[config.mk]
export PLATFORM = sky130hd
export DESIGN_NAME = bcrypt_core_din
export DESIGN_NICKNAME = d
export VERILOG_FILES = /design/src/rtl/bcrypt_pkg.sv /design/src/rtl/bcrypt_byte_to_word.sv /design/src/rtl/bcrypt_core_din.sv
export SDC_FILE = /design/constraint.sdc
export NUM_CORES = 1
export LEC_CHECK = 0
export ABC_AREA = 1
export CORE_MARGIN = 2
export CORE_UTILIZATION = 54
export DETAILED_ROUTE_END_ITERATION = 8
export DONT_BUFFER_PORTS = 1
export GPL_TIMING_DRIVEN = 0
export HOLD_SLACK_MARGIN = 0.08
export PLACE_DENSITY = 0.69
export SETUP_SLACK_MARGIN = 0.3
export SLEW_MARGIN = 5
export SYNTH_ARGS = -nofsm -noshare
export SYNTH_HDL_FRONTEND = slang
export SYNTH_SLANG_ARGS = --single-unit
[constraint.sdc]
create_clock -name CLK -period 5.4 [get_ports CLK]
set_input_delay 0.54 -clock CLK [delete_from_list [all_inputs] [get_ports CLK]]
set_output_delay 0.54 -clock CLK [all_outputs]
set_load 0.005 [all_outputs]
[src/rtl/bcrypt_pkg.sv]
// -----------------------------------------------------------------------------
// bcrypt_pkg
// Shared definitions for the bcrypt core-side batch receiver: bus control
// codes, batch word counts / base addresses and the receiver state enum.
// -----------------------------------------------------------------------------
package bcrypt_pkg;

  // Batch geometry
  localparam int INIT_P_WORDS = 30;
  localparam int S_WORDS      = 1024;
  localparam int DATA_WORDS   = 31;
  localparam int DATA_BASE    = 32;
  localparam int INIT_WORDS   = INIT_P_WORDS + S_WORDS;

  // ctrl[1:0] encodings on the batch bus
  localparam logic [1:0] CTRL_NONE       = 2'd0;
  localparam logic [1:0] CTRL_INIT_START = 2'd1;
  localparam logic [1:0] CTRL_DATA_START = 2'd2;
  localparam logic [1:0] CTRL_END        = 2'd3;

  typedef enum logic [1:0] {
    ST_IDLE    = 2'd0,
    ST_RX_INIT = 2'd1,
    ST_RX_DATA = 2'd2,
    ST_ERROR   = 2'd3
  } state_e;

  // Maximum number of words a batch of the given kind may carry
  function automatic logic [10:0] batch_limit(input state_e st);
    return (st == ST_RX_INIT) ? 11'(INIT_WORDS) : 11'(DATA_WORDS);
  endfunction

endpackage

[src/rtl/bcrypt_byte_to_word.sv]
// -----------------------------------------------------------------------------
// bcrypt_byte_to_word
// Collects a little-endian byte stream into 32-bit words. Byte 0 lands in
// bits [7:0]; the word is presented combinationally together with its 4th byte.
// Ports:
//   clk, rst_n  - clock, asynchronous active-low reset
//   byte_in     - incoming byte
//   byte_valid  - byte_in carries a byte this cycle
//   clear       - restart at byte 0 with an empty assembly register
//   word        - {byte_in, bytes 2..0 collected so far}
//   word_valid  - byte_in is byte 3, word is complete this cycle
// -----------------------------------------------------------------------------
module bcrypt_byte_to_word (
  input  logic        clk,
  input  logic        rst_n,
  input  logic [7:0]  byte_in,
  input  logic        byte_valid,
  input  logic        clear,
  output logic [31:0] word,
  output logic        word_valid
);

  logic [1:0]  byte_cnt_q, byte_cnt_d;
  logic [23:0] asm_q, asm_d;

  always_comb begin
    byte_cnt_d = byte_cnt_q;
    asm_d      = asm_q;
    if (clear) begin
      byte_cnt_d = 2'd0;
      asm_d      = '0;
    end else if (byte_valid) begin
      byte_cnt_d = byte_cnt_q + 2'd1;
      // Byte 3 is never stored: it goes straight out with the word
      case (byte_cnt_q)
        2'd0:    asm_d[7:0]   = byte_in;
        2'd1:    asm_d[15:8]  = byte_in;
        2'd2:    asm_d[23:16] = byte_in;
        default: asm_d        = asm_q;
      endcase
    end
  end

  always_ff @(posedge clk or negedge rst_n) begin
    if (!rst_n) begin
      byte_cnt_q <= 2'd0;
      asm_q      <= '0;
    end else begin
      byte_cnt_q <= byte_cnt_d;
      asm_q      <= asm_d;
    end
  end

  assign word       = {byte_in, asm_q};
  assign word_valid = byte_valid && !clear && (byte_cnt_q == 2'd3);

endmodule

[src/rtl/bcrypt_core_din.sv]
// -----------------------------------------------------------------------------
// bcrypt_core_din
// Core-side receiver for the 10-bit batch bus from the bcrypt data
// distributor. Rebuilds 32-bit words and writes init batches into P[0..29]
// and S[0..1023], data batches into P[32..62]. Flags framing errors (sticky).
// Ports:
//   CLK, rst_n            - clock, asynchronous active-low reset
//   din, ctrl             - bus byte and control code
//   core_idle             - core is not using P/S memories
//   wr_data               - registered word for either memory
//   p_wr_en, p_wr_addr    - P/MW memory write strobe and address
//   s_wr_en, s_wr_addr    - S memory write strobe and address
//   init_done, data_done  - one-cycle completion pulses
//   busy                  - batch in progress (also held in ERROR)
//   error                 - sticky: [0] framing error, [1] start while busy
// Build option: BCRYPT_DIN_CNT_CHECK_EN - END must arrive on exactly the
//   nominal word count of the batch, otherwise it is a framing error.
// -----------------------------------------------------------------------------
module bcrypt_core_din
  import bcrypt_pkg::*;
(
  input  logic        CLK,
  input  logic        rst_n,
  input  logic [7:0]  din,
  input  logic [1:0]  ctrl,
  input  logic        core_idle,
  output logic [31:0] wr_data,
  output logic        p_wr_en,
  output logic [5:0]  p_wr_addr,
  output logic        s_wr_en,
  output logic [9:0]  s_wr_addr,
  output logic        init_done,
  output logic        data_done,
  output logic        busy,
  output logic [1:0]  error
);

  state_e      state_q, state_d;
  logic [10:0] word_cnt_q, word_cnt_d;
  logic [31:0] wr_data_q, wr_data_d;
  logic        p_wr_en_q, p_wr_en_d;
  logic [5:0]  p_wr_addr_q, p_wr_addr_d;
  logic        s_wr_en_q, s_wr_en_d;
  logic [9:0]  s_wr_addr_q, s_wr_addr_d;
  logic        init_done_q, init_done_d;
  logic        data_done_q, data_done_d;
  logic        busy_q, busy_d;
  logic [1:0]  error_q, error_d;

  logic        in_rx, is_start, is_end, byte_valid, clear, word_valid;
  logic [31:0] word;
  logic [10:0] word_limit;

  assign in_rx      = (state_q == ST_RX_INIT) || (state_q == ST_RX_DATA);
  assign is_start   = (ctrl == CTRL_INIT_START) || (ctrl == CTRL_DATA_START);
  assign is_end     = (ctrl == CTRL_END);
  assign byte_valid = in_rx && !is_start;
  assign clear      = (state_q == ST_IDLE) && is_start;
  assign word_limit = batch_limit(state_q);

  bcrypt_byte_to_word u_b2w (
    .clk        (CLK),
    .rst_n      (rst_n),
    .byte_in    (din),
    .byte_valid (byte_valid),
    .clear      (clear),
    .word       (word),
    .word_valid (word_valid)
  );

  always_comb begin
    state_d     = state_q;
    word_cnt_d  = word_cnt_q;
    wr_data_d   = wr_data_q;
    p_wr_en_d   = 1'b0;
    p_wr_addr_d = '0;
    s_wr_en_d   = 1'b0;
    s_wr_addr_d = '0;
    init_done_d = 1'b0;
    data_done_d = 1'b0;
    busy_d      = busy_q;
    error_d     = error_q;

    case (state_q)
      ST_IDLE: begin
        if (is_start) begin
          word_cnt_d = '0;
          busy_d     = 1'b1;
          if (!core_idle) begin
            error_d[1] = 1'b1;
            state_d    = ST_ERROR;
          end else begin
            state_d = (ctrl == CTRL_INIT_START) ? ST_RX_INIT : ST_RX_DATA;
          end
        end
      end

      ST_RX_INIT, ST_RX_DATA: begin
        if (is_start || (is_end && !word_valid)) begin
          error_d[0] = 1'b1;
          state_d    = ST_ERROR;
        end else if (word_valid) begin
          // A completed word beyond the batch size is an overrun
          if (word_cnt_q == word_limit) begin
            error_d[0] = 1'b1;
            state_d    = ST_ERROR;
          end
`ifdef BCRYPT_DIN_CNT_CHECK_EN
          else if (is_end && (word_cnt_q != word_limit - 11'd1)) begin
            error_d[0] = 1'b1;
            state_d    = ST_ERROR;
          end
`endif
          else begin
            wr_data_d  = word;
            word_cnt_d = word_cnt_q + 11'd1;
            if (state_q == ST_RX_DATA) begin
              p_wr_en_d   = 1'b1;
              p_wr_addr_d = 6'(DATA_BASE) + word_cnt_q[5:0];
            end else if (word_cnt_q < 11'(INIT_P_WORDS)) begin
              p_wr_en_d   = 1'b1;
              p_wr_addr_d = word_cnt_q[5:0];
            end else begin
              s_wr_en_d   = 1'b1;
              s_wr_addr_d = 10'(word_cnt_q - 11'(INIT_P_WORDS));
            end
            if (is_end) begin
              init_done_d = (state_q == ST_RX_INIT);
              data_done_d = (state_q == ST_RX_DATA);
              busy_d      = 1'b0;
              state_d     = ST_IDLE;
            end
          end
        end
      end

      default: begin
        busy_d = 1'b1;
      end
    endcase
  end

  always_ff @(posedge CLK or negedge rst_n) begin
    if (!rst_n) begin
      state_q     <= ST_IDLE;
      word_cnt_q  <= '0;
      wr_data_q   <= '0;
      p_wr_en_q   <= 1'b0;
      p_wr_addr_q <= '0;
      s_wr_en_q   <= 1'b0;
      s_wr_addr_q <= '0;
      init_done_q <= 1'b0;
      data_done_q <= 1'b0;
      busy_q      <= 1'b0;
      error_q     <= '0;
    end else begin
      state_q     <= state_d;
      word_cnt_q  <= word_cnt_d;
      wr_data_q   <= wr_data_d;
      p_wr_en_q   <= p_wr_en_d;
      p_wr_addr_q <= p_wr_addr_d;
      s_wr_en_q   <= s_wr_en_d;
      s_wr_addr_q <= s_wr_addr_d;
      init_done_q <= init_done_d;
      data_done_q <= data_done_d;
      busy_q      <= busy_d;
      error_q     <= error_d;
    end
  end

  assign wr_data   = wr_data_q;
  assign p_wr_en   = p_wr_en_q;
  assign p_wr_addr = p_wr_addr_q;
  assign s_wr_en   = s_wr_en_q;
  assign s_wr_addr = s_wr_addr_q;
  assign init_done = init_done_q;
  assign data_done = data_done_q;
  assign busy      = busy_q;
  assign error     = error_q;

endmodule

==> results of run 1 <==
==> sequential cells by signal, indices dropped and copies added (netlist names) <==
signal            flops
word_cnt_q           11
p_wr_en               1
u_b2w.asm_q          24
wr_data              32
init_done             1
state_q               2
p_wr_addr             6
error                 2
u_b2w.byte_cnt_q      2
s_wr_addr            10
data_done             1
busy                  1
s_wr_en               1
==> placed cells by master, fill, tap and decap left out, drive strengths merged <==
cell,count
a21oi,10
a31o,1
buf,16
bufinv,2
clkbuf,11
clkinv,1
clkinvlp,1
dfrtp,94
ha,12
inv,54
nand2,183
nand3,18
nand4,3
nor2,43
nor3,6
nor3b,1
o21ai,41
o21bai,1
or2,1
xor2,3
==> cells by family after synthesis <==
| family | synth area share [%] |
|---|---|
| AO/OA/AOI/OAI | 6.546 |
| XOR/XNOR | 0.6336 |
| adder cells (fa/ha/maj) | 3.620 |
| buffers and inverters | 7.451 |
| flip-flops | 56.71 |
| AND/OR/NAND/NOR | 25.04 |
==> synthesized netlist by cell type (all sizes together) <==
library cell / instances
a21oi: 10
a31o: 1
buf: 15
clkbuf: 2
dfrtp: 94
ha: 12
inv: 52
nand2: 183
nand3: 18
nand4: 3
nor2: 43
nor3: 6
nor3b: 1
o21ai: 41
o21bai: 1
or2: 1
xor2: 3
==> through the flow <==
stage	setup WS [ps]	hold WS, ps	total power, µW	utilization, %
final	3397	88.17	2292	61.61
after global routing	3186	114.9	2481	61.61
after CTS	3405	104.6	2314	61.61
after detailed placement	3269	246.3	1778	58.27
after global placement	3308	246.2	1750	58.27
after floorplan	3575	244.4	1579	-
==> power groups by stage <==
stage / clock (µW) / sequential, µW / combinational, µW
2_1_floorplan: 0 / 1040 / 535
3_3_place_gp: 0 / 1090 / 664
3_5_place_dp: 0 / 1090 / 687
4_1_cts: 526 / 1080 / 709
5_1_grt: 552 / 1100 / 824
6_report: 515 / 1080 / 700
==> final timing paths <==
check / start / end / slack, ps / depth (start not counted)
setup reg to reg: state_q[0] / s_wr_addr[4] / 3400 / 9
min in group CLK: core_idle / error[1] / 270 / 1
hold reg to reg: u_b2w.asm_q[1] / wr_data[1] / 480 / 2
max in group asynchronous: rst_n / u_b2w.asm_q[23] / 4960 / 1
hold / removal: rst_n / p_wr_addr[5] / 90 / 1
setup / recovery: state_q[0] / s_wr_addr[4] / 3400 / 9
==> what timing repair did <==
item / 4_1_cts / 5_1_grt
resized for setup: 0 / 0
hold buffers: 1 / 0
hold endpoints to repair: 94 / 0
==> layer usage <==
metal | global-route usage (%) | vias to the layer above | wire length [µm]
met5 | 0 | - | 0
met4 | 9.343 | 0 | 129
met3 | 5.094 | 12 | 465
met2 | 33.09 | 86 | 3872
met1 | 31.56 | 1437 | 3969
li1 | - | 1521 | -
==> final cells by class <==
cell class / instances / area (µm²) / share of cell area [%]
tap: 99 / 123.9 / 2.742
sequential: 94 / 2352 / 52.08
buffer: 17 / 113.9 / 2.521
clock buffer: 9 / 123.9 / 2.742
clock inverter: 6 / 93.84 / 2.078
inverter: 52 / 195.2 / 4.321
multi-input combinational: 323 / 1486 / 32.91
timing repair buffer: 1 / 27.53 / 0.6094
==> worst max-delay path, cell delays in order (launching register included) <==
cell,delay (ps)
dfrtp_1,410
inv_1,80
ha_1,370
nand2_1,120
nor2_2,190
nand2_2,170
inv_2,170
nand2_1,100
buf_6,150
nor3_1,150
==> results.sh, run 1 <==
export IMPL_run_status="complete, no violations"
export IMPL_synth_top_cell_by_area="dfrtp_1"
export IMPL_synth_top_cells_by_area="dfrtp_1 (57%), nand2_1 (16%), o21ai_0 (4.9%), inv_1 (4.5%), ha_1 (3.6%)"
export IMPL_clock_power_share_pct=22.5
export IMPL_cts_root_buffer="clkbuf_8"
export IMPL_ys_ff_latch=94
export IMPL_core_um2=7331
export IMPL_setup_tns_ps=0
export IMPL_power_switching_fraction_pct=38.06
export IMPL_layout_min_cycle_time_ps=2003
export IMPL_synthToLayoutAreaGrowth_pct=8.899
export IMPL_netlist_area_leader_share_pct=56.71
export IMPL_intPower_uw=1420
export IMPL_die_y_um=91.64
export IMPL_number_of_buffers_inserted_by_port_buffering=0
export IMPL_netlist_cell_type_count=25
export IMPL_detailroute_via_count=3056
export IMPL_clock_skew_ps=10.76
export IMPL_number_of_antenna_violations_at_the_first_check_in_global_routing=0
export IMPL_vdd_ir_drop_worst_mv=0.2434
export IMPL_route_antenna_remaining_nets=0
export IMPL_drt_pre_antenna_iters=4
export IMPL_grt_util_all_layers_pct=22.24
export IMPL_slew_headroom_pct=69.26
export IMPL_htree_levels=3
export IMPL_floorplan_io_pins=68
export IMPL_setup_worst_path_end_class="register"
export IMPL_power_switching_uw=872.4
export IMPL_floorplan_initialDensity_pct=56.58
export IMPL_min_period_over_period_pct=37.10
export IMPL_syn_inst=486
export IMPL_grt_setup_unrepaired="no"
export IMPL_grt_max_degree=95
export IMPL_mappedNetlistArea_um2=4148
export IMPL_cts_sink_count=94
export IMPL_hpwlAfterDp_um=5845
export IMPL_num_fill_cells=608
export IMPL_arrival_ps=2270
export IMPL_final_net_count=523
export IMPL_power_frac_seq_pct=47.0
export IMPL_via_density_per_instance=5.085
export IMPL_detail_route_iter0_violations=213
export IMPL_crit_path_max_fanout=10
export IMPL_p_leak_uw=0.002417
export IMPL_route_detailed_wl_per_inst_um=14.04
export IMPL_drc=0
export IMPL_cts_buffer_depth=2
export IMPL_critical_path_class="register to register"
export IMPL_worst_pin_slew_ps=461.1
export IMPL_drv_max_cap_violation_count=0
export IMPL_non_filler_cells_final=601
export IMPL_dp_cells=585
export IMPL_dieWidth_um=91.64
export IMPL_placedInstanceArea_um2=4272
export IMPL_cts_tree="done"
export IMPL_mean_instance_size_in_the_synthesized_netlist_um2=8.534
export IMPL_grt_pass1_vias=3027
export IMPL_startpoint_type="register"
export IMPL_gpl_final_weighted_congestion=0.8688
export IMPL_clock_latency_on_the_worst_skew_pair_ps=360
export IMPL_routed_wirelength_um=8437
export IMPL_report_final_hold_viol_count=0
export IMPL_diodes=0
export IMPL_power_density_cell_area_nw_per_um2=507.5
export IMPL_floorplan_die_area_um2=8398
export IMPL_mappedNetlistNets=511
export IMPL_globalRoute_totalOverflow=0
export IMPL_floorplan_rows=31
export IMPL_ys_seq_area_share_pct=56.71
export IMPL_comb_power_share_pct=30.5
export IMPL_tritoncts_num_buffers=9
export IMPL_clk_pin_slew_ps=90
export IMPL_yosys_warnings=0
export IMPL_layout_drive_gt1_share_pct=9.163
export IMPL_postLayoutCellArea_um2=4517
export IMPL_worstPathRequired_ps=5670
export IMPL_finalSetupViolations=0
export IMPL_post_cts_setup_buffer_count=0
export IMPL_holdCritPathClass="input port to asynchronous set/reset pin"
export IMPL_grt_pass1_wl_um=14670
export IMPL_max_freq_ghz=0.4992
export IMPL_slew_violations=0
Power figures use the tool's default switching activity.
==> inputs of run 2 (changes only) <==
==> constraint.sdc (replaced) <==
create_clock -name CLK -period 1.9 [get_ports CLK]
set_input_delay 0.19 -clock CLK [delete_from_list [all_inputs] [get_ports CLK]]
set_output_delay 0.19 -clock CLK [all_outputs]
set_load 0.005 [all_outputs]
==> results.sh, run 2 (synthesis gave the netlist of run 1 again) <==
export IMPL_dp_worst_setup_slack_ps=15.41
export IMPL_crit_start="state_q[0]"
export IMPL_grt_pass1_wl_um=15350
export IMPL_synthToLayoutAreaGrowth_pct=15.93
export IMPL_layout_drive_gt1_share_pct=17.62
export IMPL_r2r_end="word_cnt_q[0]"
export IMPL_layout_common_cells="nand2_1 (160), dfrtp_1 (92), inv_1 (44)"
export IMPL_non_filler_cells_final=621
export IMPL_detailroute_via_count=3157
export IMPL_number_of_antenna_violations_at_the_first_check_in_global_routing=0
export IMPL_grt_max_degree=95
export IMPL_path_depth=12
export IMPL_p_leak_uw=0.002519
export IMPL_crit_path_end="word_cnt_q[0]"
export IMPL_startpoint_type="register"
export IMPL_worstReg2RegStart="state_q[0]"
export IMPL_core_um2=7331
export IMPL_detail_route_iter0_violations=296
export IMPL_grt_util_all_layers_pct=23.11
export IMPL_worst_pin_slew_ps=330.1
export IMPL_intPower_uw=4224
export IMPL_max_freq_ghz=0.5784
export IMPL_power_switching_uw=2702
export IMPL_diodes=0
export IMPL_final_net_count=543
export IMPL_timing_critical_path_cells="inv_2 > ha_4 > nand2_4 > nor2_4 > inv_2 > nand2_4 > nand2_4 > nand2_4 > nand2_4 > buf_6 > nand2_1 > nand2_1"
export IMPL_route_antenna_remaining_nets=0
export IMPL_clock_latency_on_the_worst_skew_pair_ps=360
export IMPL_finalSetupViolations=0
export IMPL_floorplan_io_pins=68
export IMPL_arrival_ps=1980
export IMPL_reg2regPathDepth=12
export IMPL_routed_wirelength_um=8764
export IMPL_comb_power_share_pct=38.5
export IMPL_setup_worst_path_end_class="register"
export IMPL_crit_path_max_fanout=5
export IMPL_clock_skew_ps=10.34
export IMPL_cts_sink_count=94
export IMPL_violations="hold timing"
export IMPL_route_detailed_wl_per_inst_um=14.11
export IMPL_num_fill_cells=611
export IMPL_drc=0
export IMPL_run_status="complete, but fails checks"
export IMPL_floorplan_initialDensity_pct=56.58
export IMPL_most_common_cell_after_layout_fill_and_taps_aside="nand2_1"
export IMPL_grt_setup_unrepaired="yes"
export IMPL_power_switching_fraction_pct=39.02
export IMPL_cts_tree="done"
export IMPL_floorplan_die_area_um2=8398
export IMPL_via_density_per_instance=5.084
export IMPL_timing_critical_path_max_delay_family="simple AND/OR/NAND/NOR gates"
export IMPL_ff2ff_setup_slack_ps=170
export IMPL_slew_headroom_pct=77.91
export IMPL_die_y_um=91.64
export IMPL_cts_buffer_depth=2
export IMPL_cp_slowest_stage_delay_ps=390
export IMPL_worstPathRequired_ps=2160
export IMPL_cts_root_buffer="clkbuf_8"
export IMPL_report_final_hold_viol_count=94
export IMPL_slew_violations=0
export IMPL_dieWidth_um=91.64
export IMPL_clk_pin_slew_ps=90
export IMPL_holdCritPathClass="input port to asynchronous set/reset pin"
export IMPL_layout_min_cycle_time_ps=1729
export IMPL_power_frac_seq_pct=44.2
export IMPL_final_critical_path_setup_slack_ps=171.0
export IMPL_drt_pre_antenna_iters=4
export IMPL_tritoncts_num_buffers=9
export IMPL_total_power_uw=6926
export IMPL_drv_max_cap_violation_count=0
export IMPL_gpl_final_weighted_congestion=0.8260
export IMPL_cp_slowest_cell="dfrtp_1"
export IMPL_final_hold_slack_ps=-489.0
export IMPL_htree_levels=3
export IMPL_hpwlAfterDp_um=5931
export IMPL_power_density_cell_area_nw_per_um2=1440
export IMPL_floorplan_rows=31
export IMPL_globalRoute_totalOverflow=0
export IMPL_critical_path_class="register to register"
export IMPL_clock_power_share_pct=17.3
export IMPL_number_of_buffers_inserted_by_port_buffering=0
export IMPL_vdd_ir_drop_worst_mv=0.7845
export IMPL_grt_pass1_vias=3162
export IMPL_holdBufCountCts=9
export IMPL_timing_critical_path_buf_inv=3
export IMPL_dp_cells=585
export IMPL_cpMostUsedCell="nand2_4"
export IMPL_setup_tns_ps=0
export IMPL_largest_reg_flops=32
export IMPL_min_period_over_period_pct=91.00
run 2: how the worst min path moves through the flow:
| stage | start | to | slack, ps | depth (start not counted) |
|---|---|---|---|---|
| after detailed placement | rst_n | s_wr_addr[5] | -100 | 0 |
| after floorplan | rst_n | busy | -110 | 0 |
| after global placement | rst_n | s_wr_addr[8] | -100 | 0 |
| after CTS | rst_n | wr_data[11] | -500 | 0 |
| after global routing | rst_n | wr_data[10] | -520 | 0 |
| final | rst_n | s_wr_addr[9] | -490 | 0 |
run 2: cell type report:
type,count,area (µm²),share of cell area (%)
plain buffers,17,142.6,2.966
multi-input cells,323,1625,33.80
clock inverters,6,46.29,0.9628
clock buffers,9,123.9,2.576
inverters,52,197.7,4.111
well taps,99,123.9,2.576
repair buffers,21,193.9,4.033
flip-flops and latches,94,2355,48.97
run 2: power by group through the flow:
stage               Combinational, µW  Sequential, µW  Clock (µW)
global route                     3030            3140        1320
global placement                 1950            3090           0
floorplan                        1580            2970           0
detailed placement               2020            3100           0
finish                           2670            3060        1200
CTS                              2390            3060        1230
run 2: per-layer routing:
metal	track usage (%)	share of wire (%)
met5	0	0
met4	7.702	1.3
met3	6.656	6.8
met2	34.31	45
met1	32.78	47
run 2: per-stage QoR:
| stage | instance area, µm² | utilization (%) |
|---|---|---|
| after detailed placement | 4297 | 58.61 |
| after CTS | 4703 | 64.16 |
| final | 4808 | 65.59 |
| after floorplan | 4173 | - |
| after global placement | 4297 | 58.61 |
| after global routing | 4808 | 65.59 |
run 2: worst reg2reg max path, stage by stage (launching register included):
cell     delay (ps)
dfrtp_1         390
inv_2            70
ha_4            290
nand2_4          70
nor2_4          190
inv_2            80
nand2_4          80
nand2_4          60
nand2_4         100
nand2_4          70
buf_6           130
nand2_1          50
nand2_1          50
run 2: timing repair:
item | CTS | global route
endpoints found under the setup margin | 83 | 84
gates cloned | 2 | 1
setup buffers | 7 | 2
resized for setup | 31 | 38
hold endpoints to repair | 119 | 94
pin swaps | 6 | 12
==> inputs of run 3 (changes only) <==
--- a/config.mk
+++ b/config.mk
@@ -10,7 +10,6 @@
 export CORE_UTILIZATION = 54
 export DETAILED_ROUTE_END_ITERATION = 8
 export DONT_BUFFER_PORTS = 1
-export GPL_TIMING_DRIVEN = 0
 export HOLD_SLACK_MARGIN = 0.08
 export PLACE_DENSITY = 0.69
 export SETUP_SLACK_MARGIN = 0.3
==> results.sh, run 3 (synthesis gave the netlist of run 1 again) <==
export IMPL_report_final_hold_viol_count=94
export IMPL_dp_cells=580
export IMPL_run_status="complete, but fails checks"
export IMPL_floorplan_rows=31
export IMPL_htree_levels=3
export IMPL_hpwlAfterDp_um=5789
export IMPL_cts_buffer_depth=2
export IMPL_clk_pin_slew_ps=100
export IMPL_gpl_final_weighted_congestion=0.9306
export IMPL_min_period_over_period_pct=89.38
export IMPL_holdCritPathClass="input port to asynchronous set/reset pin"
export IMPL_via_density_per_instance=5.301
export IMPL_cts_root_buffer="clkbuf_8"
export IMPL_slew_headroom_pct=79.50
export IMPL_worstReg2RegStart="state_q[0]"
export IMPL_number_of_buffers_inserted_by_port_buffering=0
export IMPL_p_leak_uw=0.002572
export IMPL_critical_path_class="register to register"
export IMPL_die_y_um=91.64
export IMPL_floorplan_io_pins=68
export IMPL_setup_tns_ps=0
export IMPL_core_um2=7331
export IMPL_max_freq_ghz=0.5889
export IMPL_grt_pass1_vias=2999
export IMPL_grt_util_all_layers_pct=21.43
export IMPL_power_density_cell_area_nw_per_um2=1397
export IMPL_ff2ff_setup_slack_ps=200
export IMPL_final_net_count=539
export IMPL_number_of_antenna_violations_at_the_first_check_in_global_routing=0
export IMPL_detailroute_via_count=3276
export IMPL_floorplan_die_area_um2=8398
export IMPL_r2r_end="wr_data[12]"
export IMPL_reg2regPathDepth=10
export IMPL_finalSetupViolations=0
export IMPL_synthToLayoutAreaGrowth_pct=20.60
export IMPL_grt_pass1_wl_um=14280
export IMPL_route_detailed_wl_per_inst_um=15.26
export IMPL_floorplan_initialDensity_pct=56.58
export IMPL_worstPathRequired_ps=2160
export IMPL_clock_skew_ps=14.55
export IMPL_tritoncts_num_buffers=9
export IMPL_placedInstanceArea_um2=4273
export IMPL_drt_pre_antenna_iters=4
export IMPL_detail_route_iter0_violations=280
export IMPL_holdBufCountCts=9
export IMPL_slew_violations=0
export IMPL_startpoint_type="register"
export IMPL_diodes=0
export IMPL_num_fill_cells=566
export IMPL_grt_setup_unrepaired="yes"
export IMPL_globalRoute_totalOverflow=0
export IMPL_drc=0
export IMPL_layout_common_cells="nand2_1 (169), dfrtp_1 (93), inv_1 (39)"
export IMPL_largest_reg_flops=32
export IMPL_drv_max_cap_violation_count=0
export IMPL_routed_wirelength_um=9431
export IMPL_postLayoutCellArea_um2=5002
export IMPL_route_antenna_remaining_nets=0
export IMPL_worst_pin_slew_ps=306.3
export IMPL_non_filler_cells_final=618
export IMPL_setup_worst_path_end_class="register"
export IMPL_most_common_cell_after_layout_fill_and_taps_aside="nand2_1"
export IMPL_layout_drive_gt1_share_pct=18.69
export IMPL_layout_min_cycle_time_ps=1698
export IMPL_crit_path_max_fanout=12
export IMPL_grt_max_degree=95
export IMPL_clock_latency_on_the_worst_skew_pair_ps=360
export IMPL_utilization_pct=68.24
export IMPL_arrival_ps=1960
export IMPL_vdd_ir_drop_worst_mv=0.6861
export IMPL_dieWidth_um=91.64
export IMPL_cts_sink_count=94
export IMPL_violations="hold timing"
export IMPL_final_hold_slack_ps=-482.1
export IMPL_cts_tree="done"
==> run 3: changes by cell type in the layout (fill, tap and decap cells not counted), sizes merged <==
| cell | before | now |
|---|---|---|
| buf | 26 | 21 |
| bufinv | 0 | 1 |
| clkbuf | 12 | 14 |
| inv | 55 | 53 |
| nand2 | 183 | 184 |
==> run 3: routing by layer <==
layer | track usage, % | part of all wire (%) | routed length [µm]
met5 | 0 | 0 | 0
met4 | 7.702 | 1.7 | 160
met3 | 4.191 | 6.0 | 562
met2 | 34.07 | 49 | 4597
met1 | 29.45 | 44 | 4111
==> run 3: critical path, cell delays in order, from the launching register on <==
cell and delay (ps):
dfrtp_1 410, ha_2 210, inv_2 80, nand3_2 80, nand2_2 100, nand3_4 130, nand2_8 180, clkinv_8 100
clkbuf_16 180, nand2_1 70, nand2_1 60
==> run 3: area by class of cell <==
type,count,area (µm²),area share [%]
well taps,99,123.9,2.476
clock buffers,11,141.4,2.826
inverters,52,210.2,4.202
repair buffers,33,392.9,7.854
clock inverters,5,66.31,1.326
flip-flops and latches,94,2354,47.05
multi-input cells,324,1714,34.27
==> run 3: worst max path at each step <==
stage                           from       endpoint  slack (ps)  cells past startpoint
final                     state_q[0]    wr_data[12]         200                     10
after global routing      state_q[1]    wr_data[12]         130                     10
after CTS                 state_q[0]     wr_data[0]         260                     10
after detailed placement  state_q[0]  word_cnt_q[7]         160                     11
after global placement    state_q[0]  word_cnt_q[6]         160                     11
after floorplan           state_q[0]     state_q[0]         300                     12
==> run 3: power by group <==
| part | switching [µW] | leakage [µW] | internal [µW] |
|---|---|---|---|
| logic | 1610 | 0.00124 | 944 |
| registers | 441 | 0.00123 | 2620 |
| clock network | 712 | 0.000102 | 662 |
==> run 3: repair_timing <==
| action | 4_1_cts | 5_1_grt |
|---|---|---|
| cloned | 1 | 4 |
| pin swaps | 5 | 13 |
| gates resized for setup | 18 | 60 |
| endpoints found under the hold margin | 114 | 94 |
| buffers inserted | 3 | 5 |
| endpoints found under the setup margin | 77 | 84 |
==> run 3: metrics by stage <==
stage / hold WS, ps / power, µW / setup WS [ps]
after CTS: -497.1 / 6673 / 264.6
after floorplan: -105.6 / 4555 / 301.0
after detailed placement: -103.5 / 5071 / 162.7
after global routing: -507.2 / 7463 / 127.8
after global placement: -103.4 / 4978 / 162.1
final: -482.1 / 6990 / 201.8
